### config.mk
export PLATFORM = sky130hd
export DESIGN_NAME = data_pipe_serializer
export DESIGN_NICKNAME = d
export VERILOG_FILES = /design/src/rtl/data_pipe_pkg.sv /design/src/rtl/data_pipe_fifo.sv /design/src/rtl/data_pipe_skid.sv /design/src/rtl/data_pipe_serializer.sv
export SDC_FILE = /design/constraint.sdc
export NUM_CORES = 1
export LEC_CHECK = 0
export ABC_CLOCK_PERIOD_IN_PS = 4500
export CORE_MARGIN = 2
export CORE_UTILIZATION = 60
export CTS_BUF_LIST = sky130_fd_sc_hd__clkbuf_4
export DETAILED_ROUTE_END_ITERATION = 7
export PLACE_DENSITY = 0.92
export SETUP_SLACK_MARGIN = 0.05
export SLEW_MARGIN = 15
export SYNTH_ARGS = -nofsm -noshare
export SYNTH_HDL_FRONTEND = slang
export SYNTH_SLANG_ARGS = --single-unit
### constraint.sdc
create_clock -name clock -period 4.5 [get_ports clock]
set_clock_uncertainty 0.15 [all_clocks]
set_input_delay 0.45 -clock clock [delete_from_list [all_inputs] [get_ports clock]]
set_output_delay 0.45 -clock clock [all_outputs]
set_load 0.05 [all_outputs]
### src/rtl/data_pipe_pkg.sv
// Shared helpers for the N-lane to 1-lane data pipe serializer.
//   lane_w   : bit width needed to index NSIZE lanes (at least 1)
//   sel_lane : index of the lowest (or highest) set bit of a lane mask
//   MAX_LANES: widest lane mask the helpers accept
// The buffer entry struct {data, keep, last} depends on DSIZE/NSIZE, so it
// is declared inside the top module where those widths are known.
package data_pipe_pkg;

  localparam int MAX_LANES = 128;

  function automatic int lane_w(input int n);
    return (n <= 2) ? 1 : $clog2(n);
  endfunction

  // Mask bits at or above n must be zero; the caller zero-extends.
  function automatic int sel_lane(input logic [MAX_LANES-1:0] mask,
                                  input int n, input logic msb_first);
    int lane;
    lane = 0;
    if (msb_first) begin
      for (int i = 0; i < MAX_LANES; i++)
        if (i < n && mask[i]) lane = i;
    end else begin
      for (int i = MAX_LANES - 1; i >= 0; i--)
        if (i < n && mask[i]) lane = i;
    end
    return lane;
  endfunction

endpackage

### src/rtl/data_pipe_fifo.sv
// First-word-fall-through word buffer.
//   wr_data/wr_vld/wr_ready : push side; wr_ready is a register, low in reset
//   rd_data/rd_vld          : head entry, valid whenever not empty
//   rd_pop                  : remove head (ignored when empty)
module data_pipe_fifo #(
  parameter int WIDTH = 8,
  parameter int DEPTH = 4
) (
  input  logic             clock,
  input  logic             rst_n,
  input  logic [WIDTH-1:0] wr_data,
  input  logic             wr_vld,
  output logic             wr_ready,
  output logic [WIDTH-1:0] rd_data,
  output logic             rd_vld,
  input  logic             rd_pop
);

  localparam int PW = $clog2(DEPTH);
  localparam int CW = PW + 1;

  logic [WIDTH-1:0] mem [DEPTH];
  logic [PW-1:0]    wptr, rptr;
  logic [CW-1:0]    count, count_nxt;
  logic             push, pop;

  assign push    = wr_vld && wr_ready;
  assign pop     = rd_pop && rd_vld;
  assign rd_vld  = (count != '0);
  assign rd_data = mem[rptr];

  always_comb begin
    count_nxt = count;
    if (push && !pop)      count_nxt = count + 1'b1;
    else if (!push && pop) count_nxt = count - 1'b1;
  end

  // Ready is computed from the next occupancy so it is a clean register
  // output and drops the cycle after the buffer fills.
  always_ff @(posedge clock or negedge rst_n) begin
    if (!rst_n) begin
      wptr     <= '0;
      rptr     <= '0;
      count    <= '0;
      wr_ready <= 1'b0;
    end else begin
      if (push) wptr <= wptr + 1'b1;
      if (pop)  rptr <= rptr + 1'b1;
      count    <= count_nxt;
      wr_ready <= (count_nxt < CW'(DEPTH));
    end
  end

  always_ff @(posedge clock) begin
    if (push) mem[wptr] <= wr_data;
  end

endmodule

### src/rtl/data_pipe_skid.sv
// Two-entry registered valid/ready slice.
//   in_data/in_vld/in_ready    : upstream; in_ready is high when fewer than
//                                two entries are held or one leaves this cycle
//   out_data/out_vld/out_ready : downstream; out_data/out_vld are registers
module data_pipe_skid #(
  parameter int WIDTH = 9
) (
  input  logic             clock,
  input  logic             rst_n,
  input  logic [WIDTH-1:0] in_data,
  input  logic             in_vld,
  output logic             in_ready,
  output logic [WIDTH-1:0] out_data,
  output logic             out_vld,
  input  logic             out_ready
);

  logic [WIDTH-1:0] hold_data_p1;
  logic             hold_vld_p1;
  logic             take, give;

  // hold_vld_p1 implies out_vld, so "not full" reduces to !hold_vld_p1.
  assign give     = out_vld && out_ready;
  assign in_ready = !hold_vld_p1 || give;
  assign take     = in_vld && in_ready;

  always_ff @(posedge clock or negedge rst_n) begin
    if (!rst_n) begin
      out_data     <= '0;
      out_vld      <= 1'b0;
      hold_data_p1 <= '0;
      hold_vld_p1  <= 1'b0;
    end else if (give || !out_vld) begin
      // output register free: refill from hold entry first to keep order
      if (hold_vld_p1) begin
        out_data    <= hold_data_p1;
        out_vld     <= 1'b1;
        hold_vld_p1 <= take;
        if (take) hold_data_p1 <= in_data;
      end else begin
        out_vld <= take;
        if (take) out_data <= in_data;
      end
    end else if (take) begin
      hold_data_p1 <= in_data;
      hold_vld_p1  <= 1'b1;
    end
  end

endmodule

### src/rtl/data_pipe_serializer.sv
// N-lane to 1-lane serializer: emits only the kept lanes of each buffered
// word, one per beat, lowest lane first (MSB_FIRST=0) or highest first.
//   clock, rst_n                      : clock, asynchronous active-low reset
//   wr_data/wr_keep/wr_last/wr_vld    : input word, keep mask, packet end
//   wr_ready                          : word buffer not full (registered)
//   rd_data/rd_last/rd_vld/rd_ready   : output lane stream (registered)
//   err_nokeep                        : pulse, keep==0 word with last dropped
//   busy                              : anything buffered or in flight
module data_pipe_serializer
  import data_pipe_pkg::*;
#(
  parameter int DSIZE     = 8,
  parameter int NSIZE     = 8,
  parameter int IN_DEPTH  = 4,
  parameter int MSB_FIRST = 0
) (
  input  logic                   clock,
  input  logic                   rst_n,
  input  logic [DSIZE*NSIZE-1:0] wr_data,
  input  logic [NSIZE-1:0]       wr_keep,
  input  logic                   wr_last,
  input  logic                   wr_vld,
  output logic                   wr_ready,
  output logic [DSIZE-1:0]       rd_data,
  output logic                   rd_last,
  output logic                   rd_vld,
  input  logic                   rd_ready,
  output logic                   err_nokeep,
  output logic                   busy
);

  localparam int RSIZE = lane_w(NSIZE);
  localparam int EW    = DSIZE*NSIZE + NSIZE + 1;

  typedef struct packed {
    logic                   last;
    logic [NSIZE-1:0]       keep;
    logic [DSIZE*NSIZE-1:0] data;
  } entry_t;

  entry_t wr_entry, head;
  logic   head_vld, head_pop;

  assign wr_entry = '{last: wr_last, keep: wr_keep, data: wr_data};

  data_pipe_fifo #(
    .WIDTH (EW),
    .DEPTH (IN_DEPTH)
  ) u_word_buf (
    .clock    (clock),
    .rst_n    (rst_n),
    .wr_data  (wr_entry),
    .wr_vld   (wr_vld),
    .wr_ready (wr_ready),
    .rd_data  (head),
    .rd_vld   (head_vld),
    .rd_pop   (head_pop)
  );

  // ---- stage p0: lane selection from buffer head ----
  logic [NSIZE-1:0]     rem, cur_mask, nxt_mask;
  logic                 fresh;
  logic [MAX_LANES-1:0] mask_ext;
  logic [RSIZE-1:0]     lane;
  logic                 issue_p0, word_done, drop_zero, skid_ready;
  logic [DSIZE-1:0]     iss_data_p0;
  logic                 iss_last_p0;

  always_comb begin
    // A fresh head has not issued anything yet, so its keep mask is the
    // remaining set; afterwards rem tracks the lanes still to send.
    cur_mask  = fresh ? head.keep : rem;
    mask_ext  = '0;
    mask_ext[NSIZE-1:0] = cur_mask;
    lane      = RSIZE'(sel_lane(mask_ext, NSIZE, MSB_FIRST != 0));
    nxt_mask  = cur_mask & ~(NSIZE'(1) << lane);
    // An empty-keep word is dropped without waiting on the output stage.
    drop_zero = head_vld && (cur_mask == '0);
    issue_p0  = head_vld && (cur_mask != '0) && skid_ready;
    word_done = issue_p0 && (nxt_mask == '0);
    head_pop  = drop_zero || word_done;
    iss_data_p0 = head.data[DSIZE*lane +: DSIZE];
    iss_last_p0 = head.last && word_done;
  end

  always_ff @(posedge clock or negedge rst_n) begin
    if (!rst_n) begin
      rem        <= '0;
      fresh      <= 1'b1;
      err_nokeep <= 1'b0;
    end else begin
      err_nokeep <= drop_zero && head.last;
      if (head_pop) begin
        fresh <= 1'b1;
      end else if (issue_p0) begin
        fresh <= 1'b0;
        rem   <= nxt_mask;
      end
    end
  end

  // ---- stage p1: registered output skid ----
  logic [DSIZE:0] skid_in, skid_out;

  assign skid_in = {iss_last_p0, iss_data_p0};

  data_pipe_skid #(
    .WIDTH (DSIZE + 1)
  ) u_out_skid (
    .clock     (clock),
    .rst_n     (rst_n),
    .in_data   (skid_in),
    .in_vld    (issue_p0),
    .in_ready  (skid_ready),
    .out_data  (skid_out),
    .out_vld   (rd_vld),
    .out_ready (rd_ready)
  );

  assign rd_last = skid_out[DSIZE];
  assign rd_data = skid_out[DSIZE-1:0];

  // The skid hold entry is only occupied while rd_vld is high.
  assign busy = head_vld || rd_vld;

endmodule

==> After elaboration in Yosys (flattened, before gate mapping) <==
Memories as Yosys holds them, arrays and structs flattened.
Index checks and enable logic that the tools add are counted.
{ "word_totals": {"reg_bits": 38, "ram_bits": 292, "out_inout_bits": 13, "word_cells": 76, "mem_count": 1} }
{ "op_classes": {"add_sub_neg": 4, "magnitude_cmp": 1, "eq_ne": 1, "shifts": 2, "muxes": 24, "bitwise": 3, "n_reduce_logical": 29} }
{ "mem_list": {"columns": ["name", "depth", "width", "read_ports", "rd_ports_with_merged_regs", "wr", "line_no", "source"], "rows": [
  ["u_word_buf.mem", 4, 73, 1, 0, 1, "data_pipe_fifo.sv:22", "logic [WIDTH-1:0] mem [DEPTH];"]
]} }
{ "ops": {"columns": ["cell", "count"], "rows": [
  ["$shiftx A64 B7 Y8", 1],
  ["$mux W9", 5],
  ["$mux W3", 10],
  ["$logic_not A8 Y1", 2],
  ["$logic_and A1 B1 Y1", 12],
  ["$and A8 B8 Y8", 1],
  ["$mux W1", 8],
  ["$mux W8", 1],
  ["$not A8 Y8", 1],
  ["$reduce_bool A8 Y1", 1],
  ["$shl A1 B3 Y8 const A", 1],
  ["$reduce_bool A2 Y1", 3],
  ["$add A2 B1 Y2 const B", 2],
  ["$logic_not A1 Y1", 4],
  ["$logic_or A1 B1 Y1", 4],
  ["$reduce_and A2 Y1", 2],
  ["$add A3 B1 Y3 const B", 1],
  ["$lt A3 B3 Y1 const B", 1],
  ["$reduce_bool A3 Y1", 1],
  ["$sub A3 B1 Y3 const B", 1],
  ["$ne A2 B1 Y1 const B", 1],
  ["$not A1 Y1", 1]
]} }

==> Logic depth before layout (Yosys ltp) <==
Gate-level depths: netlist of run 1.
An unclocked memory read counts as a cell.
{ "logic_depth": {"ltp_word": 21, "ltp_mapped": 16} }

==> By module <==
A second synthesis of run 1 with hierarchy kept.
{ "unflattened": {"hier_cells": 675, "hier_area_um2": 13415.4} }
{ "modules_own_cells": {"columns": ["mod", "instances", "cells_each", "area_per_inst_um2"], "rows": [
  ["data_pipe_fifo", 1, 434, 11054.4],
  ["data_pipe_serializer", 1, 181, 1447.6],
  ["data_pipe_skid", 1, 60, 913.4]
]} }

==> Worst setup path before layout of run 1 <==
OpenSTA, ideal clock, no wires.
{ "synth_path": {"path_type": "register to register", "from": "register u_word_buf.rptr[1]", "to": "register with a tool-made name", "arrival_time_ns": 3.077, "setup_slack_ns": 1.191, "stages_incl_launch_ff": 13, "n_path_buf": 1, "period_less_slack_ns": 3.309, "path_cell_list": "dfrtp_1 buf_6 mux2_4 or3_4 a31oi_4 nand3_4 o21a_1 a2111oi_4 nor2_1 ha_1 o21ai_0 a21oi_1 a31oi_1"} }
{ "synth_lines": {"columns": ["element", "line_no", "source"], "rows": [
  ["start, declared", "data_pipe_fifo.sv:23", "logic [PW-1:0] wptr, rptr;"],
  ["start signal, assigned", "data_pipe_fifo.sv:48", "if (pop) rptr <= rptr + 1'b1;"]
]} }

==> results.py, run 1 <==
metrics = {
    "status": {
        "outcome": "finished, final reports clean",
    },
    "timing": {
        "tightest_slew_ns": 0.976,
        "clock.fmax_mhz": 251,
        "fin_ws_ns": 0.519,
        "hold_viol": 0,
        "period_needed_ns": 3.98,
        "rsz0062_at_grt": "no",
        "drv_slew": 0,
        "fin_setup_tns_ns": 0,
        "min_period_over_period_pct": 88.5,
        "max_slew_margin_pct": 34.7,
        "finalSetupViolCount": 0,
    },
    "critical_path": {
        "critPathKind": "reg -> reg",
        "worst-path-stages": 13,
        "cp_common_cell": "nand2_1",
        "crit_family": "compound AO/OA/AOI/OAI gates",
        "crit_slowest_cell": "dfstp_2",
        "path_buf_inv": 1,
        "cp_max_fo": 16,
        "worstSetupEndpointType": "flip-flop",
        "cp_slowest_stage_delay_ns": 0.68,
        "r2r_cells": 13,
        "critPathRequiredTime_ns": 4.96,
        "start_kind": "flip-flop",
        "crit_chain": "nand2_1 -> a211oi_1 -> nor3b_4 -> a41oi_2 -> nand2_2 -> a2111oi_4 -> nor2_1 -> inv_1 -> ha_1 -> nand2_1 -> o21ai_0 -> a21oi_1 -> a31oi_1",
        "r2r_start": "fresh$_DFFE_PN1P_",
        "crit_arrival_ns": 4.44,
        "rrSetupSlack_ns": 0.52,
        "setup.worst_path.start": "fresh$_DFFE_PN1P_",
    },
    "yosys": {
        "syn_inst": 733,
        "synthDistinctLibCells": 61,
        "seq_area_frac_synth_pct": 72.4,
        "netlist_top_cells_count": "edfxtp_1 (292), mux4_2 (65), dfrtp_1 (37), inv_1 (33), nand2_1 (32)",
        "post-synth-top-area-cell": "edfxtp_1",
        "ys.flop_type": "edfxtp_1",
        "synth.most_common_cell": "edfxtp_1",
        "async_flop_share_pct": 11.5,
        "synth_top_area_share_pct": 65.3,
        "netlist_area_um2": 13400,
        "avgSynthCellArea_um2": 18.3,
        "synth_nets": 819,
        "synth_edf_count": 292,
        "ys_ff_latch": 330,
        "yosys_warnings": 0,
        "synth_area_leaders": "edfxtp_1 (65%), mux4_2 (11%), dfrtp_1 (6.9%), mux2i_1 (2.2%), inv_1 (0.92%)",
    },
    "floorplanning": {
        "fp-row-count": 54,
        "die_w_um": 154,
        "dieArea_um2": 23600,
        "core_area_um2": 21900,
        "ios": 90,
        "start_util_pct": 61.3,
        "die_h_um": 154,
    },
    "global_routing": {
        "overflow": 0,
        "grt_max_degree": 61,
        "grt_pass1_vias": 8041,
        "grt_pass1_wl_um": 44100,
        "grt_usage_pct": 24.5,
        "antenna_found_initial": 1,
    },
    "final_layout": {
        "drive_gt1_share_pct": 24.9,
        "regArea_um2": 9730,
        "area_growth_pct": 15.9,
        "fillCellCount": 1319,
        "multi_input_area_um2": 3410,
        "nets": 971,
        "fin_area_um2": 15600,
        "fin_cells": 1214,
    },
    "route": {
        "drt-initial-drc-count": 759,
        "route.detailed.drc": 0,
        "via_per_inst": 6.25,
        "wl_um": 28100,
        "vias": 7589,
        "wl_per_cell_um": 23.1,
        "drt_pass1_iterations": 5,
        "drtAntennaViolNets": 0,
    },
    "clock_tree": {
        "cts.path.max_buffers": 3,
        "htree_levels": 3,
        "clkSlewWorstSetupHoldPaths_ns": 0.07,
        "cts-root-buf": "clkbuf_4",
        "cts.sinks": 330,
        "cts_resized": 0,
        "cts_tree": "yes",
        "cts_buffers": 79,
        "ctsHoldBuffers": 1,
        "clk_latency_ns": 0.69,
        "postCtsSetupBuffers": 0,
    },
    "hold_path": {
        "hp-class": "in -> reg",
    },
    "pwr": {
        "peakVddDrop_v": 0.000488,
        "power_density_nw_per_um2": 730,
        "total_power_mw": 11.4,
        "p_leak_nw": 5.46,
    },
    "placement": {
        "place_inst": 1083,
        "portBuffers": 89,
        "globalplace.congestion": 0.889,
        "hpwlAfterDp_um": 17400,
        "dp_slack_ns": 0.559,
        "place_area_um2": 14600,
    },
    "run": {
        "drv_cap": 0,
    },
}
how the worst min path moves through the flow:
stage	from	to	slack, ns	cells past startpoint
after floorplan	rst_n	asynchronous set/reset pin	0.004	0
after detailed placement	u_out_skid.hold_data_p1[3]$_DFFE_PN0P_	u_out_skid.hold_data_p1[3]$_DFFE_PN0P_	0.32	2
final	wr_data[7]	u_word_buf.mem[3][7]$_DFFE_PP_	0.25	1
after CTS	wr_data[7]	u_word_buf.mem[3][7]$_DFFE_PP_	0.21	1
after global placement	u_out_skid.hold_data_p1[3]$_DFFE_PN0P_	u_out_skid.hold_data_p1[3]$_DFFE_PN0P_	0.32	2
after global routing	wr_data[21]	u_word_buf.mem[3][21]$_DFFE_PP_	0.24	1
area by class of cell:
type                    instances  area share [%]
clock buffers                 116            5.60
multi-input cells             338            21.9
flip-flops and latches        330            62.5
clock inverters                13           0.515
inverters                      33           0.796
well taps                     280            2.25
repair buffers                103            6.39
diodes                          1          0.0161
placed cells by master, fill, tap and decap left out, types with 20 or more instances in the layout:
cell type,instances
mux2i_1,30
o21ai_0,20
a21oi_1,24
clkdlybuf4s50_1,88
clkbuf_4,116
mux4_2,65
edfxtp_1,292
nand2_1,32
dfrtp_1,35
inv_1,33
nor2_1,20
per-stage QoR:
step,hold slack (ns),util (%)
6_report,0.246,71.1
2_1_floorplan,0.00441,-
5_1_grt,0.244,71.1
3_5_place_dp,0.323,66.6
3_3_place_gp,0.316,66.6
4_1_cts,0.209,71.0
flip-flops by register name (all words and copies together), names as in the netlist, named ones only:
register                 count
err_nokeep                   1
u_out_skid.out_vld           1
u_out_skid.out_data          9
u_word_buf.wptr              2
fresh                        1
u_word_buf.wr_ready          1
u_word_buf.count             2
u_out_skid.hold_data_p1      9
u_out_skid.hold_vld_p1       1
rem                          8
u_word_buf.rptr              2
u_word_buf.mem             292
power breakdown:
part           leakage, nW  switching, mW  total [mW]  internal [mW]
Clock                0.568           1.09        2.31           1.22
Combinational         1.76           2.85        4.67           1.83
Sequential            3.14          0.352        4.38           4.02
logic make-up (layout without fill, tap and decap cells):
family / after synthesis / count (layout) / synth area share (%)
DFF: 330 / 330 / 72.4
AOI/OAI and AO/OA: 124 / 124 / 6.54
muxes: 102 / 102 / 13.8
and+or+nand+nor: 98 / 98 / 3.74
buffers and inverters: 65 / 265 / 2.37
adders and majority gates: 9 / 9 / 0.839
xor gates and xnor gates: 5 / 5 / 0.326
other: 0 / 1 / 0
layer usage:
metal / global-route usage (%) / wire length, um / vias up
met2: 38.9 / 14200 / 429
li1: - / - / 3294
met4: 11.2 / 650 / 0
met1: 33.1 / 10800 / 3814
met5: 0 / 0 / -
met3: 5.64 / 2430 / 52
Power figures use the tool's default switching activity.
==> inputs of run 2 (changes only) <==
--- a/config.mk
+++ b/config.mk
@@ -6,7 +6,6 @@
 export NUM_CORES = 1
 export LEC_CHECK = 0
 export ABC_CLOCK_PERIOD_IN_PS = 4500
-export CORE_MARGIN = 2
 export CORE_UTILIZATION = 60
 export CTS_BUF_LIST = sky130_fd_sc_hd__clkbuf_4
 export DETAILED_ROUTE_END_ITERATION = 7
==> results.py, run 2 (synthesized netlist as in run 1, its figures left out) <==
metrics = {
    "status": {
        "outcome": "finished, final reports clean",
    },
    "hold_path": {
        "whs_endpoint": "u_word_buf.mem[3][6]$_DFFE_PP_",
        "hp-class": "in -> reg",
        "whs_path_depth": 1,
        "hold_start": "wr_data[6]",
    },
    "timing": {
        "drv_slew": 0,
        "rsz0062_at_grt": "no",
        "timing.hold.ws_ns": 0.240,
        "fin_setup_tns_ns": 0,
        "min_period_over_period_pct": 89.0,
        "finalSetupViolCount": 0,
        "max_slew_margin_pct": 22.5,
        "hold_viol": 0,
        "clock.fmax_mhz": 250,
        "period_needed_ns": 4.00,
        "tightest_slew_ns": 1.16,
    },
    "clock_tree": {
        "cts-root-buf": "clkbuf_4",
        "cts.sinks": 330,
        "clk_latency_ns": 0.69,
        "cts_tree": "yes",
        "htree_levels": 3,
        "clkSlewWorstSetupHoldPaths_ns": 0.07,
        "cts_resized": 0,
        "cts.path.max_buffers": 3,
        "cts_buffers": 79,
    },
    "route": {
        "drtAntennaViolNets": 0,
        "via_per_inst": 6.25,
        "vias": 7617,
        "drt-initial-drc-count": 808,
        "drt_pass1_iterations": 6,
        "wl_um": 28600,
        "route.detailed.drc": 0,
        "wl_per_cell_um": 23.4,
    },
    "critical_path": {
        "cp_max_fo": 16,
        "start_kind": "flip-flop",
        "r2r_start": "fresh$_DFFE_PN1P_",
        "critPathRequiredTime_ns": 4.95,
        "worstSetupEndpointType": "flip-flop",
        "r2r_cells": 13,
        "critPathKind": "reg -> reg",
        "rrSetupSlack_ns": 0.50,
        "crit_arrival_ns": 4.46,
    },
    "final_layout": {
        "regArea_um2": 9730,
        "fillCellCount": 1292,
        "largest_reg_flops": 292,
        "mostFrequentLayoutCells": "edfxtp_1 (292), clkbuf_4 (124), clkdlybuf4s50_1 (88), mux4_2 (65), dfrtp_1 (35)",
        "final_common_cell": "edfxtp_1",
        "multi_input_area_um2": 3400,
        "nets": 967,
        "area_growth_pct": 16.5,
        "drive_gt1_share_pct": 25.5,
        "biggestRegsByFlops": "u_word_buf.mem x292, u_out_skid.hold_data_p1 x9, u_out_skid.out_data x9",
        "top_register": "u_word_buf.mem",
        "fin_area_um2": 15600,
    },
    "pwr": {
        "p_comb_share_pct": 40.7,
        "p_leak_nw": 5.51,
        "power_density_nw_per_um2": 747,
        "seqPwrFrac_pct": 37.4,
        "netSwitchingPower_mw": 4.41,
        "p_sw_share_pct": 37.7,
        "p_clk_share_pct": 21.9,
        "p_int_mw": 7.28,
        "peakVddDrop_v": 0.000372,
    },
    "floorplanning": {
        "core_area_um2": 21900,
        "ios": 90,
        "start_util_pct": 61.3,
        "fp-row-count": 54,
        "die_h_um": 152,
        "die_w_um": 152,
        "dieArea_um2": 23000,
    },
    "global_routing": {
        "antenna_found_initial": 1,
        "overflow": 0,
        "grt_max_degree": 74,
        "grt_usage_pct": 25.9,
        "grt_pass1_wl_um": 42900,
        "grt_pass1_vias": 7954,
    },
    "run": {
        "drv_cap": 0,
    },
    "placement": {
        "place_area_um2": 14600,
        "globalplace.congestion": 0.905,
        "portBuffers": 89,
        "hpwlAfterDp_um": 16800,
    },
}
## run 2: cell count changes in the layout (fill, tap and decap cells not counted), sizes merged
cell,previous run,this run
clkinvlp,1,0
buf,14,10
clkinv,11,10
bufinv,1,3
inv,33,34
clkbuf,116,124
## run 2: how the worst max path moves through the flow
| stage | to | start | slack [ns] | cells past startpoint |
|---|---|---|---|---|
| global route | flip-flop | fresh$_DFFE_PN1P_ | 0.23 | 13 |
| finish | flip-flop | fresh$_DFFE_PN1P_ | 0.50 | 13 |
| detailed placement | flip-flop | fresh$_DFFE_PN1P_ | 0.61 | 13 |
| CTS | flip-flop | fresh$_DFFE_PN1P_ | 0.56 | 13 |
| global placement | flip-flop | fresh$_DFFE_PN1P_ | 0.88 | 13 |
| floorplan | flip-flop | u_word_buf.rptr[1]$_DFFE_PN0P_ | 1.19 | 12 |
## run 2: through the flow
step                      utilization [%]  setup WS (ns)  cells  power (mW)
after floorplan                         -           1.19    733        7.77
after global placement               66.5          0.877   1079        8.79
after detailed placement             66.5          0.612   1079        9.02
after CTS                            71.5          0.564   1218        11.7
after global routing                 71.5          0.231   1219        12.2
final                                71.5          0.497   1219        11.7
## run 2: repair_timing
item / 4_1_cts / 5_1_grt
hold buffers: 1 / 0
endpoints found under the hold margin: 37 / 0
setup endpoints to repair: 0 / 0
setup buffers: 0 / 0
## run 2: worst max-delay path, cell delays in order (launching register included)
cell and delay (ns):
dfstp_2 0.67, nand2_1 0.27, a211oi_1 0.44, nor3_2 0.16, a41oi_2 0.41, nand2_2 0.30
a2111oi_4 0.42, nor2_1 0.16, inv_1 0.08, ha_1 0.19, nand2_1 0.06, o21ai_0 0.31
a21oi_1 0.13, a31oi_1 0.15
## run 2: layer usage
metal  share of wire, %  global-route usage, %  vias up
met4                3.5                   13.5        0
met5                  0                      0        -
met3                8.8                   5.75       75
met1                 38                   33.1     3802
li1                   -                      -     3284
met2                 50                   42.0      456
## run 2: area by class of cell
cell class	instances	share of cell area [%]
Clock buffer	124	5.95
Antenna cell	1	0.0160
Timing Repair Buffer	99	6.24
Multi-Input combinational cell	338	21.7
Sequential cell	330	62.2
Clock inverter	14	0.880
Tap cell	280	2.24
Inverter	33	0.792
## run 2: power groups by stage
| stage | Clock [mW] | Combinational (mW) | Sequential [mW] |
|---|---|---|---|
| after floorplan | 0 | 3.37 | 4.40 |
| after global placement | 0 | 4.42 | 4.37 |
| after detailed placement | 0 | 4.60 | 4.42 |
| after CTS | 2.60 | 4.70 | 4.37 |
| after global routing | 2.75 | 5.05 | 4.42 |
| final | 2.56 | 4.75 | 4.37 |
==> inputs of run 3 (changes only) <==
==> constraint.sdc (replaced) <==
create_clock -name clock -period 4.5 [get_ports clock]
set_clock_uncertainty 0.15 [all_clocks]
set_input_delay 0.45 -clock clock [delete_from_list [all_inputs] [get_ports clock]]
set_output_delay 0.45 -clock clock [all_outputs]
set_load 0.02 [all_outputs]
==> results of run 3 <==
Same layout as run 2 (identical final DEF). Status: finished, final reports clean.
Main changes from that run: total power 11.7 mW -> 11.6 mW
